**config.mk**
```make
export PLATFORM = sky130hd
export DESIGN_NAME = axis_uart_framer
export DESIGN_NICKNAME = d
export VERILOG_FILES = /design/src/rtl/axis_uart_framer.sv
export SDC_FILE = /design/constraint.sdc
export NUM_CORES = 1
export LEC_CHECK = 0
export CORE_ASPECT_RATIO = 0.6
export CORE_MARGIN = 3
export CORE_UTILIZATION = 53
export CTS_CLUSTER_SIZE = 28
export DETAILED_ROUTE_END_ITERATION = 10
export GPL_ROUTABILITY_DRIVEN = 0
export GPL_TIMING_DRIVEN = 0
export PLACE_DENSITY = 0.78
export SLEW_MARGIN = 20
export SYNTH_ARGS = -nofsm -noshare
export SYNTH_HDL_FRONTEND = slang
export SYNTH_SLANG_ARGS = --single-unit
```
**constraint.sdc**
```tcl
create_clock -name aclk -period 2.25 [get_ports aclk]
set_clock_uncertainty 0.05 [all_clocks]
set_input_delay 0.45 -clock aclk [delete_from_list [all_inputs] [get_ports aclk]]
set_output_delay 0.45 -clock aclk [all_outputs]
set_load 0.02 [all_outputs]
```
**src/rtl/axis_uart_framer.sv**
```systemverilog
// axis_uart_framer: adds tlast framing (delimiter, max length, idle timeout) to a received
// character stream; one character is held back so tlast lands on the true final beat.
module axis_uart_framer #(
    parameter int          WORD_SIZE    = 8,
    parameter logic [15:0] DELIM        = 16'h000A,
    parameter bit          USE_DELIM    = 1'b1,
    parameter int          MAX_LEN      = 256,
    parameter int          IDLE_TIMEOUT = 1000
) (
    input  logic                 aclk,
    input  logic                 aresetn,
    input  logic [WORD_SIZE-1:0] s_axis_tdata,
    input  logic                 s_axis_tuser,
    input  logic                 s_axis_tvalid,
    output logic                 s_axis_tready,
    output logic [WORD_SIZE-1:0] m_axis_tdata,
    output logic [1:0]           m_axis_tuser,
    output logic                 m_axis_tlast,
    output logic                 m_axis_tvalid,
    input  logic                 m_axis_tready,
    output logic                 frame_timeout
);
    localparam int BW = $clog2(MAX_LEN + 1);
    localparam int IW = (IDLE_TIMEOUT > 0) ? $clog2(IDLE_TIMEOUT + 1) : 1;

    logic                 hold_valid_q, hold_valid_d, hold_perr_q, hold_perr_d;
    logic                 hold_ferr_q, hold_ferr_d, hold_last_q, hold_last_d;
    logic [WORD_SIZE-1:0] hold_data_q, hold_data_d, out_data_q, out_data_d;
    logic                 out_valid_q, out_valid_d, out_last_q, out_last_d;
    logic [1:0]           out_user_q, out_user_d;
    logic [BW-1:0]        beat_cnt_q, beat_cnt_d;
    logic [IW-1:0]        idle_cnt_q, idle_cnt_d;
    logic                 err_acc_q, err_acc_d, timeout_q, timeout_d;
    logic                 out_free, in_hs, in_last, in_ferr, xfer, fire;

    always_comb begin
        out_free = !out_valid_q | m_axis_tready;
        in_hs    = s_axis_tvalid & (!hold_valid_q | out_free);
        in_last  = (USE_DELIM && s_axis_tdata == DELIM[WORD_SIZE-1:0]) || beat_cnt_q == BW'(MAX_LEN - 1);
        in_ferr  = err_acc_q | s_axis_tuser;
        // a non-last character only leaves once its successor is being accepted
        xfer     = out_free & hold_valid_q & (hold_last_q | in_hs);
        fire     = IDLE_TIMEOUT > 0 && hold_valid_q && !hold_last_q && !in_hs &&
                   idle_cnt_q == IW'(IDLE_TIMEOUT - 1);
        hold_valid_d = in_hs | (hold_valid_q & !xfer);
        hold_data_d  = in_hs ? s_axis_tdata : hold_data_q;
        hold_perr_d  = in_hs ? s_axis_tuser : hold_perr_q;
        hold_ferr_d  = in_hs ? in_ferr : hold_ferr_q;
        hold_last_d  = in_hs ? in_last : (hold_last_q | fire);
        beat_cnt_d   = (in_hs & !in_last) ? beat_cnt_q + 1'b1 : (in_hs | fire) ? '0 : beat_cnt_q;
        err_acc_d    = (in_hs & !in_last) ? in_ferr : (in_hs | fire) ? 1'b0 : err_acc_q;
        idle_cnt_d   = (in_hs | fire) ? '0 :
                       (IDLE_TIMEOUT > 0 && hold_valid_q && !hold_last_q) ? idle_cnt_q + 1'b1 : idle_cnt_q;
        out_valid_d  = xfer | (out_valid_q & !out_free);
        out_data_d   = xfer ? hold_data_q : out_data_q;
        out_user_d   = xfer ? {hold_last_q & hold_ferr_q, hold_perr_q} : out_user_q;
        out_last_d   = xfer ? hold_last_q : out_last_q;
        timeout_d    = fire;
    end

    always_ff @(posedge aclk) begin
        if (!aresetn) begin
            hold_valid_q <= 1'b0;
            hold_data_q  <= '0;
            hold_perr_q  <= 1'b0;
            hold_ferr_q  <= 1'b0;
            hold_last_q  <= 1'b0;
            beat_cnt_q   <= '0;
            err_acc_q    <= 1'b0;
            idle_cnt_q   <= '0;
            out_valid_q  <= 1'b0;
            out_data_q   <= '0;
            out_user_q   <= '0;
            out_last_q   <= 1'b0;
            timeout_q    <= 1'b0;
        end else begin
            hold_valid_q <= hold_valid_d;
            hold_data_q  <= hold_data_d;
            hold_perr_q  <= hold_perr_d;
            hold_ferr_q  <= hold_ferr_d;
            hold_last_q  <= hold_last_d;
            beat_cnt_q   <= beat_cnt_d;
            err_acc_q    <= err_acc_d;
            idle_cnt_q   <= idle_cnt_d;
            out_valid_q  <= out_valid_d;
            out_data_q   <= out_data_d;
            out_user_q   <= out_user_d;
            out_last_q   <= out_last_d;
            timeout_q    <= timeout_d;
        end
    end

    assign s_axis_tready = !hold_valid_q | out_free;
    assign m_axis_tdata  = out_data_q;
    assign m_axis_tuser  = out_user_q;
    assign m_axis_tlast  = out_last_q;
    assign m_axis_tvalid = out_valid_q;
    assign frame_timeout = timeout_q;
endmodule

```
==> impl_metrics.tcl <==
set metrics [dict create \
    ir_drop_mv 0.401 \
    vias_per_cell 5.74 \
    hp-class "reg2reg" \
    ys_ff_latch 45 \
    slowest_stage "clkdlybuf4s50_1" \
    drive_above_1_share 0.0759 \
    required_ps 1750 \
    cpPeakStageDelay_ps 620 \
    die_w_microns 82.5 \
    clockRootBuffer "clkbuf_8" \
    drc 0 \
    wl_per_cell_microns 14.7 \
    drtIter0Drc 83 \
    final_common_cell "dfxtp_1" \
    synth_nets 219 \
    finalHoldViolCount 0 \
    grt_pass1_vias 1446 \
    worstPathMaxFanout 4 \
    fillCellCount 227 \
    cts_tree "done" \
    end_kind "output pin" \
    dp_slack_ps -24.5 \
    netlist_area_sq_mm 0.00186 \
    grt_start_max_net_pins 14 \
    critPathLaunchType "input pin" \
    fp.dieArea_sq_mm 0.00428 \
    syn_avg_cell_area_sq_um 9.17 \
    final_cell_mix "45 x dfxtp_1, 28 x nand2_1, 26 x nor2_1, 26 x clkdlybuf4s50_1, 13 x a21oi_1" \
    setup_violations 0 \
    cts_buffers 5 \
    insertion_delay_ps 290 \
    postRouteAntennaNets 0 \
    io_pins 27 \
    num_antenna_cells 0 \
    cp_cell_sequence "clkdlybuf4s50_1, nand3b_2, clkdlybuf4s50_1" \
    cts_setup_buffers 0 \
    place_hpwl_microns 3080 \
    die_h_microns 51.9 \
    p_leak_nw 0.864 \
    rsz0062_at_grt "no" \
    hp-start "hold_data_q[1]$_SDFFE_PN0P_" \
    placementRows 15 \
    grtUsageTotal 0.210 \
    post-route-period-util 0.975 \
    grt_first_pass_wirelength_microns 6820 \
    start_util 0.601 \
    maxSlewViolCount 0 \
    totalWireLength_microns 4110 \
    reg2regPathDepth 7 \
    cp_data_arrival_time_ps 1690 \
    max_freq_mhz 456 \
    critPathKind "in2out" \
    worstMarginPinSlew_ps 516 \
    crit_top_cell "clkdlybuf4s50_1" \
    period_needed_ps 2190 \
    reg2reg_from "beat_cnt_q[0]$_SDFFE_PN0P_" \
    pwr_density_cell_mw_per_mm2 642 \
    yosys_warnings 0 \
    postLayoutSetupSlackWorst_ps 56.5 \
    min_path_cells 2 \
    grt_overflow_total 0 \
    max-slew-margin-rel 0.656 \
    syn_to_final_growth_pct 21.4 \
    status "completed" \
    antenna_found_initial 0 \
    synth.distinct_cells 40 \
    cts.sinks 45 \
    syn_inst 203 \
    dr.pass1.iters 4 \
    vias 1602 \
    drv_cap 0 \
    htreeDepth 2 \
    clk_pin_slew_ps 80 \
    portBuffers 26 \
    final_util 0.730 \
    cp-startpoint "m_axis_tready" \
    core_sq_mm 0.00310 \
    clockBufferDepth 2 \
    seq_area_frac_synth 0.484 \
    final_nets 252 \
]
[state kept, by name, indices dropped and copies added (netlist names)]
register,count
beat_cnt_q,9
err_acc_q,1
frame_timeout,1
hold_data_q,8
hold_ferr_q,1
hold_last_q,1
hold_perr_q,1
hold_valid_q,1
idle_cnt_q,10
m_axis_tdata,8
m_axis_tlast,1
m_axis_tuser,2
m_axis_tvalid,1
[cell families after synthesis]
group                      Yosys count  synth area share
AOI/OAI and AO/OA                   30             0.105
xor gates and xnor gates            11            0.0517
adders and majority gates            3            0.0202
buffers and inverters               13            0.0302
DFF                                 45             0.484
muxes                               11            0.0591
and+or+nand+nor                     90             0.250
[synthesized netlist by cell type, drive strengths merged]
library cell,number,share of area
nor4,1,0.0034
a22o,3,0.014
a21oi,14,0.038
and4,1,0.0047
a221o,1,0.0054
o22ai,1,0.0034
nand2b,1,0.0034
and4b,1,0.0074
xor2,5,0.024
and2,1,0.0034
nor3b,1,0.0067
o21a,1,0.0040
nand3,5,0.013
o211ai,1,0.0040
o221ai,2,0.0094
buf,5,0.014
nor2b,2,0.0067
clkbuf,3,0.0060
o21ai,3,0.0081
ha,3,0.020
nand3b,2,0.010
nand2,28,0.056
nand4,9,0.038
o2111ai,1,0.0047
a221oi,1,0.0047
nor3,7,0.019
mux2i,11,0.059
nor4b,2,0.0094
xnor2,6,0.028
dfxtp,45,0.48
nor2,26,0.052
a32oi,1,0.0047
inv,5,0.010
a41oi,1,0.0047
and3,3,0.015
[area by class of cell]
class	instances	area [sq um]	share of cell area
clock buffer	6	72.6	0.0321
tap	42	52.6	0.0232
inverter	5	18.8	0.00830
clock inverter	2	10.0	0.00443
timing repair buffer	26	260	0.115
buffer	8	37.5	0.0166
sequential	45	901	0.398
multi-input combinational	145	908	0.402
[per-layer routing]
metal	part of all wire	wire [microns]	vias up	global-route usage
li1	-	-	776	-
met1	0.48	1970	755	0.301
met2	0.45	1840	67	0.314
met3	0.069	282	4	0.0606
met4	0.0049	20	0	0.0462
met5	0	0	-	0
[repair_timing]
action / 4_1_cts / 5_1_grt
resized for setup: 0 / 1
setup endpoints to repair: 0 / 5
hold buffers: 0 / 0
[final timing paths]
| check | to | slack [ps] |
|---|---|---|
| worst max-delay path | s_axis_tready | 60 |
| worst min-delay path | hold_data_q[1]$_SDFFE_PN0P_ | 420 |
| worst max register to register | beat_cnt_q[5]$_SDFFE_PN0P_ | 200 |
| worst min register to register | hold_data_q[1]$_SDFFE_PN0P_ | 420 |
[critical path: cells and delay by family]
kind | cells | cell delay [ps]
simple gates | 1 | 160
buf+inv | 2 | 1090
[report_power, final]
| part | switching [mW] | internal, mW |
|---|---|---|
| logic | 0.0705 | 0.0633 |
| registers | 0.0195 | 0.819 |
| clock network | 0.262 | 0.215 |
| total | 0.352 | 1.10 |
[metrics by stage]
stage	std cells	cell area (sq um)	power, mW	TNS (ps)	hold WS (ps)
CTS	279	2260	1.45	0	418
floorplan	203	1860	0.932	0	386
detailed placement	271	2170	0.989	-24.5	408
global placement	271	2170	0.984	-22.7	394
global route	279	2260	1.50	0	440
finish	279	2260	1.45	0	419
Power figures use the tool's default switching activity.
